--- src/rtl/div_param_if.sv ---
// Request/result bundle for div_param; WIDTH must match the divider instance.
// Handshake: the master raises start_i with operands and holds it high until it has
// consumed the result (ready_o=1); dropping start_i while ready_o is high releases the
// result. annul_i aborts an in-flight operation. dbg_state_o mirrors the divider FSM.
interface div_param_if #(parameter int WIDTH = 32);
  logic               signed_div_i;
  logic [WIDTH-1:0]   opdata1_i;
  logic [WIDTH-1:0]   opdata2_i;
  logic               start_i;
  logic               annul_i;
  logic [2*WIDTH-1:0] result_o;
  logic               ready_o;
  logic               busy_o;
  logic               div_by_zero_o;
  logic [1:0]         dbg_state_o;

  modport master (
    output signed_div_i, opdata1_i, opdata2_i, start_i, annul_i,
    input  result_o, ready_o, busy_o, div_by_zero_o, dbg_state_o
  );

  modport slave (
    input  signed_div_i, opdata1_i, opdata2_i, start_i, annul_i,
    output result_o, ready_o, busy_o, div_by_zero_o, dbg_state_o
  );
endinterface

--- src/rtl/div_param.sv ---
// Parametrised radix-2 restoring divider producing {remainder, quotient}.
// Optional leading-zero skip of the dividend under macro DIV_PARAM_EARLY_OUT_EN.
module div_param #(
  parameter int WIDTH = 32
) (
  input  logic        clk,
  input  logic        rst,
  div_param_if.slave  bus
);

  localparam int CW = $clog2(WIDTH + 1);
  localparam logic [CW-1:0] LP_W = CW'(WIDTH);

  typedef enum logic [1:0] {
    S_IDLE = 2'd0,
    S_ZERO = 2'd1,
    S_BUSY = 2'd2,
    S_DONE = 2'd3
  } state_t;

  state_t             r_state;
  logic               r_s1;
  logic               r_s2;
  logic [WIDTH-1:0]   r_div;
  logic [WIDTH-1:0]   r_dividend;
  logic [WIDTH-1:0]   r_rem;
  logic [WIDTH-1:0]   r_quo;
  logic [CW-1:0]      r_cnt;
  logic [2*WIDTH-1:0] r_result;
  logic               r_ready;
  logic               r_dbz;

  logic               w_s1;
  logic               w_s2;
  logic [WIDTH-1:0]   w_mag1;
  logic [WIDTH-1:0]   w_mag2;
  logic [WIDTH-1:0]   w_quo_init;
  logic [CW-1:0]      w_cnt_init;
  logic [WIDTH:0]     w_rem_sh;
  logic [WIDTH:0]     w_diff;
  logic [WIDTH-1:0]   w_quo_sh;
  logic [WIDTH-1:0]   w_quo_fin;
  logic [WIDTH-1:0]   w_rem_fin;

  assign w_s1   = bus.signed_div_i & bus.opdata1_i[WIDTH-1];
  assign w_s2   = bus.signed_div_i & bus.opdata2_i[WIDTH-1];
  assign w_mag1 = w_s1 ? (~bus.opdata1_i + WIDTH'(1)) : bus.opdata1_i;
  assign w_mag2 = w_s2 ? (~bus.opdata2_i + WIDTH'(1)) : bus.opdata2_i;

`ifdef DIV_PARAM_EARLY_OUT_EN
  function automatic logic [CW-1:0] f_clz(input logic [WIDTH-1:0] v);
    logic [CW-1:0] n;
    logic          found;
    n     = '0;
    found = 1'b0;
    for (int i = WIDTH - 1; i >= 0; i--) begin
      if (!found) begin
        if (v[i]) found = 1'b1;
        else      n = n + CW'(1);
      end
    end
    return n;
  endfunction

  logic [CW-1:0] w_lz;
  assign w_lz       = f_clz(w_mag1);
  assign w_quo_init = w_mag1 << w_lz;
  assign w_cnt_init = w_lz;
`else
  assign w_quo_init = w_mag1;
  assign w_cnt_init = '0;
`endif

  // The shifted window is WIDTH+1 bits so a partial remainder above 2^(WIDTH-1)
  // is not lost against large unsigned divisors.
  assign w_rem_sh  = {r_rem, r_quo[WIDTH-1]};
  assign w_quo_sh  = {r_quo[WIDTH-2:0], 1'b0};
  assign w_diff    = w_rem_sh - {1'b0, r_div};
  assign w_quo_fin = (r_s1 ^ r_s2) ? (~r_quo + WIDTH'(1)) : r_quo;
  assign w_rem_fin = r_s1 ? (~r_rem + WIDTH'(1)) : r_rem;

  always_ff @(posedge clk) begin
    if (!rst) begin
      r_state    <= S_IDLE;
      r_s1       <= 1'b0;
      r_s2       <= 1'b0;
      r_div      <= '0;
      r_dividend <= '0;
      r_rem      <= '0;
      r_quo      <= '0;
      r_cnt      <= '0;
      r_result   <= '0;
      r_ready    <= 1'b0;
      r_dbz      <= 1'b0;
    end else begin
      case (r_state)
        S_IDLE: begin
          if (bus.start_i && !bus.annul_i) begin
            r_s1       <= w_s1;
            r_s2       <= w_s2;
            r_div      <= w_mag2;
            r_dividend <= bus.opdata1_i;
            r_rem      <= '0;
            r_quo      <= w_quo_init;
            if (w_mag2 == '0) begin
              r_cnt   <= '0;
              r_state <= S_ZERO;
            end else begin
              r_cnt   <= w_cnt_init;
              r_state <= S_BUSY;
            end
          end
        end
        S_ZERO: begin
          // Spends two edges so the zero-divisor result lands at start + 2.
          if (bus.annul_i) begin
            r_state <= S_IDLE;
          end else if (r_cnt == '0) begin
            r_cnt <= CW'(1);
          end else begin
            r_result <= {r_dividend, {WIDTH{1'b1}}};
            r_dbz    <= 1'b1;
            r_ready  <= 1'b1;
            r_state  <= S_DONE;
          end
        end
        S_BUSY: begin
          if (bus.annul_i) begin
            r_state <= S_IDLE;
          end else if (r_cnt == LP_W) begin
            r_result <= {w_rem_fin, w_quo_fin};
            r_ready  <= 1'b1;
            r_state  <= S_DONE;
          end else begin
            r_cnt <= r_cnt + CW'(1);
            if (!w_diff[WIDTH]) begin
              r_rem <= w_diff[WIDTH-1:0];
              r_quo <= {w_quo_sh[WIDTH-1:1], 1'b1};
            end else begin
              r_rem <= w_rem_sh[WIDTH-1:0];
              r_quo <= w_quo_sh;
            end
          end
        end
        S_DONE: begin
          if (!bus.start_i) begin
            r_result <= '0;
            r_ready  <= 1'b0;
            r_dbz    <= 1'b0;
            r_state  <= S_IDLE;
          end
        end
        default: r_state <= S_IDLE;
      endcase
    end
  end

  assign bus.result_o      = r_result;
  assign bus.ready_o       = r_ready;
  assign bus.div_by_zero_o = r_dbz;
  assign bus.busy_o        = (r_state == S_ZERO) || (r_state == S_BUSY);
  assign bus.dbg_state_o   = r_state;

endmodule
--- src/flat_wrapper.sv ---
// flat-port wrapper written by rule: the top's interface ports become plain ports
module div_param_flat 
#(
  parameter int WIDTH = 32
)
  (clk, rst, bus_signed_div_i, bus_opdata1_i, bus_opdata2_i, bus_start_i, bus_annul_i, bus_result_o, bus_ready_o, bus_busy_o, bus_div_by_zero_o, bus_dbg_state_o);
  div_param_if #(.WIDTH(WIDTH)) bus_i ();
  input  logic clk;
  input  logic rst;
  input wire logic [$bits(bus_i.signed_div_i)-1:0] bus_signed_div_i;
  input wire logic [$bits(bus_i.opdata1_i)-1:0] bus_opdata1_i;
  input wire logic [$bits(bus_i.opdata2_i)-1:0] bus_opdata2_i;
  input wire logic [$bits(bus_i.start_i)-1:0] bus_start_i;
  input wire logic [$bits(bus_i.annul_i)-1:0] bus_annul_i;
  output wire logic [$bits(bus_i.result_o)-1:0] bus_result_o;
  output wire logic [$bits(bus_i.ready_o)-1:0] bus_ready_o;
  output wire logic [$bits(bus_i.busy_o)-1:0] bus_busy_o;
  output wire logic [$bits(bus_i.div_by_zero_o)-1:0] bus_div_by_zero_o;
  output wire logic [$bits(bus_i.dbg_state_o)-1:0] bus_dbg_state_o;
  assign bus_i.signed_div_i = bus_signed_div_i;
  assign bus_i.opdata1_i = bus_opdata1_i;
  assign bus_i.opdata2_i = bus_opdata2_i;
  assign bus_i.start_i = bus_start_i;
  assign bus_i.annul_i = bus_annul_i;
  assign bus_result_o = bus_i.result_o;
  assign bus_ready_o = bus_i.ready_o;
  assign bus_busy_o = bus_i.busy_o;
  assign bus_div_by_zero_o = bus_i.div_by_zero_o;
  assign bus_dbg_state_o = bus_i.dbg_state_o;
  div_param #(.WIDTH(WIDTH)) u_core (.clk(clk), .rst(rst), .bus(bus_i));
endmodule
--- config.mk ---
export PLATFORM = sky130hd
export DESIGN_NAME = div_param_flat
export DESIGN_NICKNAME = d
export VERILOG_FILES = /design/src/rtl/div_param_if.sv /design/src/rtl/div_param.sv /design/src/flat_wrapper.sv
export SDC_FILE = /design/constraint.sdc
export NUM_CORES = 1
export LEC_CHECK = 0
export CAP_MARGIN = 20
export CELL_PAD_IN_SITES_DETAIL_PLACEMENT = 0
export CELL_PAD_IN_SITES_GLOBAL_PLACEMENT = 1
export CORE_MARGIN = 8
export CORE_UTILIZATION = 35
export CTS_CLUSTER_SIZE = 40
export DETAILED_ROUTE_END_ITERATION = 12
export GPL_TIMING_DRIVEN = 0
export PLACE_DENSITY_LB_ADDON = 0.1
export SYNTH_ARGS = -nofsm -noshare
export SYNTH_HDL_FRONTEND = slang
export SYNTH_SLANG_ARGS = --single-unit
--- constraint.sdc ---
create_clock -name clk -period 4.1 [get_ports clk]
set_clock_uncertainty 0.15 [all_clocks]
set_input_delay 0.82 -clock clk [delete_from_list [all_inputs] [get_ports clk]]
set_output_delay 0.82 -clock clk [all_outputs]
set_load 0.03 [all_outputs]
======== After elaboration in Yosys (flattened, before gate mapping) ========
Index checks and enable logic that the tools add are counted.
Widths: inputs -> output; s select.
operators by class
  add/sub/neg operators ................... 6
  eq/ne operators ......................... 14
  multiplexer cells ....................... 41
  bitwise operators ....................... 7
  reductions and logical operators ........ 16
operator list
  cell                   number
  $mux 32                11
  $mux 64                5
  $pmux 64 s3            1
  $add 32x1->32 const B  4
  $not 32->32            4
  $pmux 32 s2            2
  $sub 33x32->33         1
  $logic_not 32->1       1
  $mux 6                 5
  $pmux 6 s3             1
  $mux 2                 7
  $reduce_and 4->1       3
  $reduce_and 6->1       2
  $ne 2x2->1 const B     5
  $pmux 2 s4             1
  $add 6x1->6 const B    1
  $eq 6x6->1 const B     1
  $logic_not 6->1        1
  $mux 1                 6
  $ne 2x1->1 const B     3
  $reduce_bool 3->1      2
  $eq 2x2->1 const B     2
  $reduce_bool 2->1      2
  $ne 3x2->1 const B     1
  11 further kinds       12
storage, ports and cells
  bits in registers ....................... 204
  bits of input ports ..................... 69
  output and inout bits ................... 69
  logic and storage cells ................. 95

======== Logic depth before layout (Yosys ltp) ========
  word-level depth ........................ 7
  depth in mapped cells ................... 13
  depth with buffers taken out ............ 12

======== Worst setup path after synthesis ========
No wires, ideal clock.
  path kind ............................... input port to flip-flop
  start ................................... input port bus_opdata2_i[0]
  end ..................................... register u_core.r_state[0], in the netlist u_core.bus.dbg_state_o[0]
  library setup time ...................... 91 ps
  arrival ................................. 3284 ps
  path slack .............................. 575 ps
  stages .................................. 11
  path buffers ............................ 0
  path through ............................ inv_1 > ha_1 > nor4b_1 > nand2_1 > nor3_1 > a21oi_1 > o32ai_1 > nand3_1 > nor4_1 > nand2_1 > a311oi_1
between the ends
  longest elaborated chain between the ends .. 7
ends and longest elaborated chain
  item                  RTL line            RTL
  start, declared       flat_wrapper.sv:12  input wire logic [$bits(bus_i.opdata2_i)-1:0] bus_opdata2_i;
  $not 32->32           div_param.sv:48     assign w_mag2 = w_s2 ? (~bus.opdata2_i + WIDTH'(1)) : bus.opdata2_i;
  $add 32x1->32         div_param.sv:48
  $mux 32 *             div_param.sv:48
  $logic_not 32->1 *    div_param.sv:105    if (w_mag2 == '0) begin
  $mux 2 *              div_param.sv:105
  $mux 2 *              div_param.sv:98     if (bus.start_i && !bus.annul_i) begin
  $pmux 2 s4 *          div_param.sv:96     case (r_state)
  end signal, assigned  div_param.sv:107    r_state <= S_ZERO;
  end signal, assigned  div_param.sv:110    r_state <= S_BUSY;
  end signal, assigned  div_param.sv:117    r_state <= S_IDLE;
  end, declared         div_param.sv:21     state_t r_state;
Every way passes the cells marked *; elsewhere a longest branch is shown, timed or not. The select of a mux whose other input is x is not followed.
A chain may end at the register's enable or synchronous reset.

======== Final worst setup path ========
  start ................................... input port bus_opdata2_i[16]
  end ..................................... register u_core.r_state[0], in the netlist u_core.bus.dbg_state_o[0]
The elaborated chain is that of the path after synthesis.

==> out/qor.txt <==
Status = complete, no violations
Commonest non-fill, non-tap cell in the layout = nand2_1
Routed wire per std cell = 21.03 µm
DRC Markers = 0
Leak = 5.831 nW
Syn_nets = 1806
Crit path largest cell delay = 0.56 ns
Setup repair bufs after CTS = 0
Largest net degree at the start of global routing = 14
Final wirelength = 49290 µm
Sw frac = 0.4385
Clk pwr share = 0.232
Final #Nets = 1971
Setup violations, final = 0
Via count = 13150
Most area-consuming cells after synthesis = dfxtp_1, nand2_1, xnor2_1
Layout area overhead = 22.38%
Starting density of the core = 0.3531
Detailed placement HPWL = 39150 µm
Area share of the largest cell type after synthesis = 0.3182
Die area = 43050 µm²
Max-slew violations = 0
CP Cell Sequence = clkdlybuf4s50_1, nor3_1, nand3_1, nor3_4, nor3b_2, a21oi_1, o32a_1, nor4_1, nand2_1, a311oi_1
Core Area = 36350 µm²
Antenna-violating nets left = 0
DIE WIDTH = 207.5 µm
Mapped Area = 12830 µm²
Hold_ws = 0.3091 ns
Fmax = 255.2 MHz
Root Driver = clkbuf_16
First-pass GRT wire length = 75950 µm
Vias in the first global route = 12890
Critical path's top delay family = simple AND/OR/NAND/NOR gates
Fill cell count = 3803
Worst path bufs/invs = 1
EDFF count, synth = 0
Switch Pwr = 4.288 mW
Most frequent cells in the layout = nand2_1, dfxtp_1, nor2_1, a21oi_1, clkdlybuf4s50_1
CTS Hold Bufs = 0
Hold crit path type = flop to flop
Final period utilization = 0.9557
I/O pins = 138
Slew @ Worst Pin = 1.168 ns
VDD IR-drop max = 0.0002845 V
Num CTS Buffers = 26
PnR Total Power = 9.778 mW
H-Tree Depth = 1
Final min period = 3.918 ns
Total grt overflow = 0
Avg Cell Area, Syn = 7.577 µm²
Synthesis-stage register bit count = 204
Ratio of cells with drive above 1 in the final layout = 0.04264
Top FF cell, synth = dfxtp_1
Vias per std cell = 5.611
WS Path Type = primary input to flop
CP Capture Type = flop
Synth async-reset ratio = 0
Worst-path clk slew = 0.06 ns
Rel. slew slack = 0.2102
Yosys top cell by area = dfxtp_1
CP Max Fanout = 8
P_int = 5.490 mW
Area of the multi-input gates = 8198 µm²
Initial drt markers = 873
RSZ-0062 raised after global routing = yes
Ant. Diodes = 0
CP Data Required Time = 4.38 ns
Post-Synthesis Cells = 1694
YS warnings = 0
Placer Congestion = 0.8894
CTS sink count = 204
Port Buf Inserts = 135
Seq pwr share = 0.283
Sequential cell area fraction in the yosys report = 0.3182
Critical Path Source Type = primary input
CP arrival = 4.19 ns
CTS Buffer Depth = 3
1st-pass router iterations = 5
Worst-path cell with the longest stage delay = clkdlybuf4s50_1
Row count = 70
Synth unique cells = 72
Clock tree from TritonCTS = done
Die Y-Extent = 207.5 µm
Antenna violations before repair = 0
Final Hold Fails = 0
PwrDens = 622.5 nW/µm²
Comb power frac = 0.485
Total GRT Usage = 0.2209
Register area = 4084 µm²
Worst skew pair latency = 0.56 ns
Max_cap viols = 0
## metrics by stage
stage	instances	setup slack, ns	TNS, ns	utilization	instance area (µm²)
3_5_place_dp	2298	-0.9320	-5.632	0.4065	14780
6_report	2344	0.1818	0	0.4322	15710
2_1_floorplan	1694	0.5753	0	-	12830
5_1_grt	2344	-0.09746	-0.09746	0.4322	15710
4_1_cts	2343	0.03981	0	0.4304	15640
3_3_place_gp	2297	-0.9450	-7.040	0.4064	14770
## layer usage
layer,share of wire,vias up,track usage,routed length [µm]
met5,0,-,0,0
met4,0.031,0,0.06433,1552
met2,0.48,358,0.3877,23680
li1,-,6412,-,-
met1,0.44,6310,0.2788,21790
met3,0.046,73,0.02914,2269
## worst reg2reg max path, stage by stage (launching register included)
cell,delay [ns]
dfxtp_1,0.34
inv_1,0.07
ha_1,0.13
nor4b_1,0.93
or2_2,0.27
a21o_1,0.14
a221o_1,0.23
clkbuf_1,0.56
buf_1,0.63
a221oi_1,0.18
nor2_1,0.14
## state kept, by name, indices dropped and copies added (netlist names)
name,count
u_core.bus.dbg_state_o,2
u_core.bus.div_by_zero_o,1
u_core.bus.ready_o,1
u_core.bus.result_o,64
u_core.r_cnt,6
u_core.r_div,32
u_core.r_dividend,32
u_core.r_quo,32
u_core.r_rem,32
u_core.r_s1,1
u_core.r_s2,1
## final timing paths
kind | from | end | slack, ns | cells past startpoint
setup / recovery | bus_opdata2_i[16] | u_core.bus.dbg_state_o[0] | 0.18 | 10
hold / removal | u_core.r_dividend[0] | u_core.r_dividend[0] | 0.31 | 2
setup reg to reg | u_core.r_cnt[0] | u_core.bus.result_o[43] | 0.31 | 10
hold reg to reg | u_core.r_dividend[0] | u_core.r_dividend[0] | 0.31 | 2
## synth_stat cells, types with 40 or more instances
cell type,instances
xnor2_1,88
a211oi_1,40
nand2_1,247
inv_1,62
nor2_1,161
o21ai_0,120
ha_1,42
xor2_1,56
dfxtp_1,204
clkbuf_1,86
a21oi_1,151
nor3_1,40
## final cells by class
class                           instances  share of cell area
Tap cell                              468             0.03728
Buffer                                101             0.02493
Timing Repair Buffer                  137             0.08667
Inverter                               64             0.01529
Sequential cell                       204              0.2600
Multi-Input combinational cell       1325              0.5219
Clock buffer                           37             0.04724
Clock inverter                          8            0.006691
## kinds of logic (layout without fill, tap and decap cells)
logic type / Yosys count / in the layout / share of synthesized area
fa+ha+maj: 43 / 43 / 0.04250
simple gates: 607 / 607 / 0.2162
mux: 24 / 24 / 0.01872
compound gates: 507 / 507 / 0.2572
flops: 204 / 204 / 0.3182
xor+xnor: 144 / 144 / 0.09826
buf+inv: 165 / 347 / 0.04894
## repair_timing
item                       4_1_cts  5_1_grt
resized for setup                4       13
setup endpoints to repair       12       36
cloned                           0        0
## power groups by stage
stage | Clock (mW) | Combinational, mW | Sequential, mW
floorplan | 0 | 2.54 | 3.23
global placement | 0 | 4.72 | 2.80
detailed placement | 0 | 4.74 | 2.81
CTS | 2.32 | 4.75 | 2.77
global route | 2.40 | 5.16 | 2.82
finish | 2.27 | 4.74 | 2.77
No activity file was read; power rests on OpenSTA's default activity.
